<file path="src/rtl/decode_skid_stage.sv">
// IF->ID stage: accepts instruction/PC from fetch, classifies the opcode into
// the one-hot immediate format vector, and presents a registered decode bundle.
// A main slot drives the outputs; a skid slot absorbs the one extra beat that
// can arrive while the ready signal is still registered high.
module decode_skid_stage #(
    parameter logic [31:0] RESET_INST = 32'h00000013,
    parameter logic [31:0] RESET_PC   = 32'h00000000
) (
    input  logic        i_clk,
    input  logic        i_rst_n,
    input  logic        i_flush,
    input  logic        i_valid,
    output logic        o_ready,
    input  logic [31:0] i_inst,
    input  logic [31:0] i_pc,
    output logic        o_valid,
    input  logic        i_ready,
    output logic [31:0] o_inst,
    output logic [31:0] o_pc,
    output logic [5:0]  o_format,
    output logic        o_illegal
);

    localparam logic [5:0] FMT_R = 6'b000001;
    localparam logic [5:0] FMT_I = 6'b000010;
    localparam logic [5:0] FMT_S = 6'b000100;
    localparam logic [5:0] FMT_B = 6'b001000;
    localparam logic [5:0] FMT_U = 6'b010000;
    localparam logic [5:0] FMT_J = 6'b100000;

    // Returns {illegal, format}. Unknown opcodes (including compressed
    // encodings, low bits != 2'b11) report illegal with the R bit set so the
    // format stays one-hot.
    function automatic logic [6:0] decode_fmt(input logic [6:0] opcode);
        logic [6:0] res;
        res = {1'b1, FMT_R};
        case (opcode)
            7'b0110011: res = {1'b0, FMT_R};
            7'b0010011,
            7'b0000011,
            7'b1100111,
            7'b1110011,
            7'b0001111: res = {1'b0, FMT_I};
            7'b0100011: res = {1'b0, FMT_S};
            7'b1100011: res = {1'b0, FMT_B};
            7'b0110111,
            7'b0010111: res = {1'b0, FMT_U};
            7'b1101111: res = {1'b0, FMT_J};
            default:    res = {1'b1, FMT_R};
        endcase
        return res;
    endfunction

    logic        main_valid_q, main_valid_d;
    logic [31:0] main_inst_q,  main_inst_d;
    logic [31:0] main_pc_q,    main_pc_d;
    logic [5:0]  main_fmt_q,   main_fmt_d;
    logic        main_ill_q,   main_ill_d;

    logic        skid_valid_q, skid_valid_d;
    logic [31:0] skid_inst_q,  skid_inst_d;
    logic [31:0] skid_pc_q,    skid_pc_d;
    logic [5:0]  skid_fmt_q,   skid_fmt_d;
    logic        skid_ill_q,   skid_ill_d;

    logic        ready_q, ready_d;

    logic        accept;
    logic        consume;
    logic [6:0]  in_dec;

    assign accept  = i_valid & ready_q;
    assign consume = main_valid_q & i_ready;
    assign in_dec  = decode_fmt(i_inst[6:0]);

    // Next-state for both slots: flush wins, then refill main from skid or
    // input, otherwise park the incoming beat in skid.
    always_comb begin
        main_valid_d = main_valid_q;
        main_inst_d  = main_inst_q;
        main_pc_d    = main_pc_q;
        main_fmt_d   = main_fmt_q;
        main_ill_d   = main_ill_q;
        skid_valid_d = skid_valid_q;
        skid_inst_d  = skid_inst_q;
        skid_pc_d    = skid_pc_q;
        skid_fmt_d   = skid_fmt_q;
        skid_ill_d   = skid_ill_q;

        if (i_flush) begin
            // PC is deliberately left alone so the last seen PC stays visible.
            main_valid_d = 1'b0;
            skid_valid_d = 1'b0;
            main_inst_d  = RESET_INST;
            main_fmt_d   = FMT_I;
            main_ill_d   = 1'b0;
        end else if (!main_valid_q || consume) begin
            if (skid_valid_q) begin
                // ready_q is low here, so no new beat can arrive this cycle.
                main_valid_d = 1'b1;
                main_inst_d  = skid_inst_q;
                main_pc_d    = skid_pc_q;
                main_fmt_d   = skid_fmt_q;
                main_ill_d   = skid_ill_q;
                skid_valid_d = 1'b0;
            end else if (accept) begin
                main_valid_d = 1'b1;
                main_inst_d  = i_inst;
                main_pc_d    = i_pc;
                main_fmt_d   = in_dec[5:0];
                main_ill_d   = in_dec[6];
            end else begin
                main_valid_d = 1'b0;
            end
        end else if (accept) begin
            skid_valid_d = 1'b1;
            skid_inst_d  = i_inst;
            skid_pc_d    = i_pc;
            skid_fmt_d   = in_dec[5:0];
            skid_ill_d   = in_dec[6];
        end

        ready_d = ~skid_valid_d;
    end

    // State registers; reset empties both slots and loads the NOP bundle.
    always_ff @(posedge i_clk or negedge i_rst_n) begin
        if (!i_rst_n) begin
            main_valid_q <= 1'b0;
            main_inst_q  <= RESET_INST;
            main_pc_q    <= RESET_PC;
            main_fmt_q   <= FMT_I;
            main_ill_q   <= 1'b0;
            skid_valid_q <= 1'b0;
            skid_inst_q  <= RESET_INST;
            skid_pc_q    <= RESET_PC;
            skid_fmt_q   <= FMT_I;
            skid_ill_q   <= 1'b0;
            ready_q      <= 1'b1;
        end else begin
            main_valid_q <= main_valid_d;
            main_inst_q  <= main_inst_d;
            main_pc_q    <= main_pc_d;
            main_fmt_q   <= main_fmt_d;
            main_ill_q   <= main_ill_d;
            skid_valid_q <= skid_valid_d;
            skid_inst_q  <= skid_inst_d;
            skid_pc_q    <= skid_pc_d;
            skid_fmt_q   <= skid_fmt_d;
            skid_ill_q   <= skid_ill_d;
            ready_q      <= ready_d;
        end
    end

    assign o_ready   = ready_q;
    assign o_valid   = main_valid_q;
    assign o_inst    = main_inst_q;
    assign o_pc      = main_pc_q;
    assign o_format  = main_fmt_q;
    assign o_illegal = main_ill_q;

endmodule

</file>
<file path="config.mk">
export PLATFORM = sky130hd
export DESIGN_NAME = decode_skid_stage
export DESIGN_NICKNAME = d
export VERILOG_FILES = /design/src/rtl/decode_skid_stage.sv
export SDC_FILE = /design/constraint.sdc
export NUM_CORES = 1
export LEC_CHECK = 0
export BUFFER_PORTS_ARGS = -buffer_cell sky130_fd_sc_hd__buf_2
export CELL_PAD_IN_SITES_DETAIL_PLACEMENT = 1
export CELL_PAD_IN_SITES_GLOBAL_PLACEMENT = 1
export CORE_MARGIN = 8
export CORE_UTILIZATION = 30
export DETAILED_ROUTE_END_ITERATION = 7
export PLACE_DENSITY_LB_ADDON = 0.3
export SETUP_SLACK_MARGIN = 0.1
export SYNTH_ARGS = -nofsm -noshare
export SYNTH_HDL_FRONTEND = slang
export SYNTH_SLANG_ARGS = --single-unit
</file>
<file path="constraint.sdc">
create_clock -name i_clk -period 1.3 [get_ports i_clk]
set_input_delay 0.195 -clock i_clk [delete_from_list [all_inputs] [get_ports i_clk]]
set_output_delay 0.195 -clock i_clk [all_outputs]
set_load 0.1 [all_outputs]
</file>
==> results of run 1 <==
-- power breakdown --
group | switching [W] | internal, W
logic | 0.00306 | 0.00202
clock network | 0.00201 | 0.00318
registers | 0.000689 | 0.00528
-- state kept, by name (all words and copies together) (netlist names) --
name and count:
o_format 6, o_illegal 1, o_inst 32, o_pc 32, o_ready 1, o_valid 1
skid_fmt_q 6, skid_ill_q 1, skid_inst_q 32, skid_pc_q 32, skid_valid_q 1
-- cell families after synthesis --
group / after synthesis
AO/OA/AOI/OAI: 100
buffers and inverters: 43
flip-flops: 145
multiplexers: 63
AND/OR/NAND/NOR: 297
-- worst max-delay path, stage by stage, from the launching register on --
cell,delay (ps)
dfrtp_4,490
and2b_2,240
nor3_4,230
buf_12,160
buf_12,130
clkbuf_16,170
a21oi_1,80
-- synth_stat cells, drive strengths merged, types with 2 or more instances --
master	instances
a211o	2
a211oi	2
a21oi	40
a22o	3
a22oi	3
a31oi	2
and3	2
buf	32
clkbuf	9
dfrtp	136
dfstp	9
inv	2
mux2i	63
nand2	236
nand2b	4
nand3	2
nor2	41
nor2b	2
nor3	2
o21ai	40
-- stage by stage --
| step | total power, W | area (sq um) | util (%) | TNS, ps | hold WS (ps) |
|---|---|---|---|---|---|
| finish | 0.0163 | 11000 | 54.0 | -34750 | 22.3 |
| global route | 0.0169 | 11000 | 54.0 | -43560 | 6.73 |
| CTS | 0.0154 | 9540 | 46.9 | -34660 | 0.664 |
| detailed placement | 0.00982 | 8160 | 40.1 | -28330 | 109 |
| global placement | 0.00971 | 8160 | 40.1 | -24930 | 110 |
| floorplan | 0.00839 | 6350 | - | -53470 | -101 |
-- worst paths after layout --
path,endpoint,slack (ps),start
worst max-delay path,o_pc[2],-310,o_valid
worst max register to register,o_pc[2],-310,o_valid
min in group asynchronous,skid_inst_q[3],240,i_rst_n
max in group asynchronous,o_pc[19],410,i_rst_n
worst min register to register,skid_inst_q[11],470,skid_inst_q[11]
worst min-delay path,skid_inst_q[28],20,i_inst[28]
-- repair_timing --
| action | in CTS | in global routing |
|---|---|---|
| buffers inserted | 2 | 25 |
| gates cloned | 1 | 12 |
| hold buffers | 55 | 0 |
| gates resized for setup | 54 | 309 |
| setup endpoints to repair | 216 | 217 |
| hold endpoints to repair | 157 | 0 |
| pin swaps | 15 | 61 |
-- layer usage --
| layer | global-route usage (%) | part of all wire [%] | routed length (um) |
|---|---|---|---|
| met2 | 25.6 | 51 | 11400 |
| met4 | 3.99 | 1.0 | 227 |
| met5 | 0 | 0.12 | 26 |
| met3 | 4.70 | 4.6 | 1040 |
| met1 | 18.8 | 43 | 9780 |
-- layout make-up --
class                   count  area share (%)
clock buffers              20            4.24
repair buffers            286            31.7
flip-flops and latches    145            33.2
multi-input cells         461            26.2
inverters                   2          0.0682
clock inverters            12            1.42
diodes                      1          0.0227
well taps                 270            3.07
==> impl_results.md, run 1 <==
- Final Non-Filler Cells: 1,197
- Worst Path Max Fanout: 7
- Max_cap viols: 0
- Syn Std Cell Area: 0.00624 sq mm
- Area Overhead vs Synth: 76.2%
- Seq/Total Area, Yosys: 58.3%
- Setup ws final: -314 ps
- Hold Crit Class: in -> reg
- Ys async rst share: 100%
- Slew HR: 75.8%
- HPWL after DPL: 13,100 um
- GRT overflow: 0
- Final wirelength: 22,500 um
- Mux contribution to synthesized area: 10.1%
- Outcome: finished with violations
- Commonest non-fill, non-tap cell in the layout: nand2_1
- Avg Inst Size Synth: 9.64 sq um
- TritonCTS clock tree: done
- Commonest cells after routing, fill and taps aside: nand2_1 (149), dfrtp_1 (130), buf_12 (92), buf_2 (67)
- Die Area: 0.0257 sq mm
- Number of flops mapped to enable cells by yosys: 0
- Register area: 0.00366 sq mm
- Worst-Margin Slew: 354 ps
- Share of the synthesized area in the top cell type: 54.5%
- CP Capture Type: flip-flop
- WS Path Type: reg -> reg
- CTS clk-pin slew, worst paths: 60 ps
- Failing checks: negative setup slack
- Placer congestion estimate: 0.742
- Top_reg_cell synth: dfrtp_1
- Pre-antenna DRT Iters: 4
- Worst-Skew Late Latency: 420 ps
- Netlist cell types: 41
- Initial Util: 30.7%
- Area leader, netlist: dfrtp_1
- Vias in the first global route: 6,098
- Synth Area in Compound Gates: 9.04%
- I/O pin count: 142
- NumNets Final: 982
- Worst VDD drop: 876 uV
- Initial DRC count: 212
- Syn Inst Count: 648
- Worst EP arrival: 1910 ps
- Port bufs: 141
- Reg2reg path depth: 6
- Synth Area in XOR/XNOR: 0%
- Post-route ant nets: 0
- Layout cell share with drive strength beyond 1: 43.7%
- Slew Limit Fails: 0
- Vias: 5,673
- DR DRC count: 0
- Fill cells: 2,123
- Period minus WS final: 1610 ps
- Startpoint Class: flip-flop
- Multi-input combinational cell area: 0.00289 sq mm
- Vias per cell: 4.74
- Largest net degree at the start of global routing: 37
- Synth Net Count: 717
- Synth top area cells: dfrtp_1 (55%), nand2_1 (14%), mux2i_1 (10%)
- Initial antenna violation count: 4
- Yosys Warn Count: 0
- Simple-Gate Fraction of Synth Area: 19.2%
- Clock Sinks: 145
- Tot GR Track Use: 15.3%
- Die Width: 160 um
- DR WL/cell: 18.8 um
- Main combinational cell family by area after synthesis: simple AND/OR/NAND/NOR gates
- Inst Count DP: 1,069
- CP Data Required Time: 1590 ps
- Dpl ws: -244 ps
- CTS max path bufs: 2
- Die Ht: 160 um
- Final hold viol count: 0
- Period utilisation layout: 124%
- # setup viols final: 148
- CTS Buf Count: 17
- P_leak: 4.98 nW
- Root Buffer Master: clkbuf_16
- Hold Path Cell Cnt: 3
- Core Area: 0.0204 sq mm
- Max frequency: 620 MHz
- Pwr per Cell Area: 1480 mW/mm^2
- Row Count: 52
- Post-synthesis adder-cell area fraction: 0%
- Htree depth: 4
- Fin Clk Skew: 5.98 ps
- First-pass GRT wire length: 32,100 um
- RSZ-0062 raised after global routing: yes
- FF+latch count, synth: 145
No activity file was read; power rests on OpenSTA's default activity.
==> run 2: changes to the inputs <==
Settings changed: ABC_AREA set to 1.
==> run 2 against run 1 <==
Effect of this change: the run still ends with negative setup slack left; die area is 1.7% higher; combinational power is 10% higher; clock-buffer cell count is 3 lower; largest cell class unchanged.
==> impl_results.md, run 2 <==
- Met1 GRT Util: 19.9% (+1.1 points)
- NumNets Final: 1,030 (+4.9%)
- TritonCTS clock tree: done
- Worst Path Max Fanout: 8 (+1)
- Die Width: 162 um (+0.87%)
- Largest net degree at the start of global routing: 37 (unchanged)
- Period minus WS final: 1600 ps (-17.7 ps)
- Multi-input combinational cell area: 0.00274 sq mm (-5.2%)
- Dpl ws: -211 ps (+33.5 ps)
- Ys async rst share: 100% (unchanged)
- First-pass GRT wire length: 32,300 um (+0.75%)
- Initial Util: 30.4% (-0.28 points)
- Number of diodes: 0 (-1)
- FF+latch count, synth: 145 (unchanged)
- CTS clk-pin slew, worst paths: 70 ps (about the same)
- Grt met3 use: 3.85% (-0.86 points)
- Syn Inst Count: 711 (+9.7%)
- CP Data Required Time: 1630 ps (+40 ps)
- Tot GR Track Use: 15.3% (+0.020 points)
- Max frequency: 626 MHz (+1.1%)
- Top_reg_cell synth: dfrtp_1
- Register area: 0.00367 sq mm (+0.48%)
- Row Count: 53 (+1.9%)
- Pwr per Cell Area: 1520 mW/mm^2 (+2.8%)
- Worst-Margin Slew: 590 ps (+236 ps)
- Die Ht: 162 um (+0.87%)
- Core Area: 0.0210 sq mm (+2.9%)
- Die Area: 0.0261 sq mm (+1.7%)
- Synth top area cells: dfrtp_1 (53%), nand2_1 (15%), o21ai_0 (8.2%)
- Reg2reg path depth: 9 (+3)
- Vias in the first global route: 6,052 (-0.75%)
- Avg Inst Size Synth: 8.95 sq um (-7.1%)
- Clock Sinks: 145 (unchanged)
- Commonest non-fill, non-tap cell in the layout: nand2_1
- Synth Net Count: 780 (+8.8%)
- Failing checks: negative setup slack
- CP Capture Type: flip-flop
- CTS Buf Count: 17 (unchanged)
- Slew Limit Fails: 0 (unchanged)
- Yosys Warn Count: 0 (unchanged)
- Share of the synthesized area in the top cell type: 53.5% (-1.0 points)
- Commonest cells after routing, fill and taps aside: nand2_1 (179), dfrtp_1 (114), buf_12 (86), buf_4 (72), buf_2 (67)
- Final core utilization: 52.0% (-2.0 points)
- Vias per cell: 4.67 (-1.5%)
- HPWL after DPL: 12,900 um (-1.5%)
- GRT busiest layer: met2
- Max_cap viols: 0 (unchanged)
- Area leader, netlist: dfrtp_1
- Final wirelength: 24,200 um (+7.5%)
- DR WL/cell: 19.4 um (+3.0%)
- WS Path Type: reg -> reg
- Top-count cell post-synth: nand2_1
- Number of flops mapped to enable cells by yosys: 0 (unchanged)
- Startpoint Class: flip-flop
- Commonest cells in the netlist: nand2_1 (254), dfrtp_1 (136), o21ai_0 (104), inv_1 (49), o21ai_2 (25)
- Final hold viol count: 0 (unchanged)
- P_leak: 5.42 nW (+8.8%)
- Hold Crit Class: in -> reg
- Worst-Skew Late Latency: 420 ps (about the same)
- Seq/Total Area, Yosys: 57.2% (-1.1 points)
- Placer congestion estimate: 0.769 (+3.6%)
- Initial DRC count: 202 (-4.7%)
- Worst VDD drop: 1080 uV (+23%)
- Htree depth: 4 (unchanged)
- Vias: 5,831 (+2.8%)
- Slew HR: 60.6% (-15 points)
- CTS max path bufs: 2 (unchanged)
- Netlist cell types: 24 (-41%)
- Port bufs: 141 (unchanged)
- Syn Std Cell Area: 0.00636 sq mm (+1.9%)
- Fill cells: 2,282 (+7.5%)
- Layout cell share with drive strength beyond 1: 47.8% (+4.1 points)
- Initial antenna violation count: 0 (-4)
- Setup ws final: -296 ps (+17.7 ps)
- Post-route ant nets: 0 (unchanged)
- Period utilisation layout: 123% (-1.4 points)
- Area Overhead vs Synth: 71.1%
- GRT overflow: 0 (unchanged)
- I/O pin count: 142 (unchanged)
- Fin Clk Skew: 11.8 ps (+5.80 ps)
- DR DRC count: 0 (unchanged)
- Outcome: finished with violations
- # setup viols final: 149 (+0.68%)
- Worst EP arrival: 1930 ps (+20 ps)
- Pre-antenna DRT Iters: 4 (unchanged)
- Met2 Use GR: 25.2% (-0.41 points)
- Root Buffer Master: clkbuf_16
- RSZ-0062 raised after global routing: yes
- Hold Path Cell Cnt: 3 (unchanged)
[run 2: metrics by stage]
step	setup TNS, ps	std cells	cell area, sq um	power, W	hold slack, ps
floorplan	-37030	711	6480	0.00895	-101
global placement	-17160	1136	8300	0.0104	134
detailed placement	-19380	1136	8300	0.0105	134
CTS	-27000	1194	9480	0.0157	0.757
global route	-39600	1249	10900	0.0172	18.2
finish	-30590	1249	10900	0.0165	23.9
[run 2: critical path, stage by stage, from the launching register on]
cell and delay [ps]:
dfstp_4 630, nand2_4 70, nand2_4 100, buf_12 110, a21oi_4 70, buf_6 130, buf_12 150, clkinv_8 60
nor2_1 30, a31oi_1 150
[run 2: report_power, final]
part           switching [W]  total [W]  internal [W]
Combinational        0.00341    0.00560       0.00218
Sequential          0.000724    0.00612       0.00539
Clock                0.00228    0.00482       0.00255
[run 2: logic make-up (layout without fill, tap and decap cells)]
logic type | Yosys count | count (layout) | synth area share (%)
AND/OR/NAND/NOR | 288 | 288 | 17.7
AO/OA/AOI/OAI | 161 | 161 | 14.4
flip-flops | 145 | 145 | 57.2
buffers and inverters | 94 | 357 | 7.18
multiplexers | 23 | 23 | 3.62
[run 2: repair_timing]
action | in CTS | in global routing
endpoints found under the setup margin | 216 | 216
pin swaps | 6 | 15
hold endpoints to repair | 45 | 0
cloned | 3 | 15
hold buffers | 18 | 0
setup buffers | 5 | 41
resized for setup | 103 | 273
[run 2: final timing paths]
path | endpoint | start | slack [ps]
setup / recovery | o_inst[1] | o_ready | -300
hold / removal | skid_inst_q[9] | i_inst[9] | 20
setup reg to reg | o_inst[1] | o_ready | -300
hold reg to reg | skid_pc_q[11] | skid_pc_q[11] | 480
max in group asynchronous | o_pc[9] | i_rst_n | 450
min in group asynchronous | skid_inst_q[25] | i_rst_n | 280
[run 2: final cells by class]
type | count | area share (%)
clock buffer | 17 | 3.91
clock inverter | 15 | 1.36
tap | 275 | 3.16
sequential | 145 | 33.7
inverter | 53 | 2.03
multi-input combinational | 472 | 25.1
timing repair buffer | 272 | 30.7
[run 2: metal layers]
| metal | routed length [um] | part of all wire (%) |
|---|---|---|
| met1 | 10700 | 44 |
| met2 | 12200 | 50 |
| met3 | 1020 | 4.2 |
| met4 | 342 | 1.4 |
| met5 | 0 | 0 |
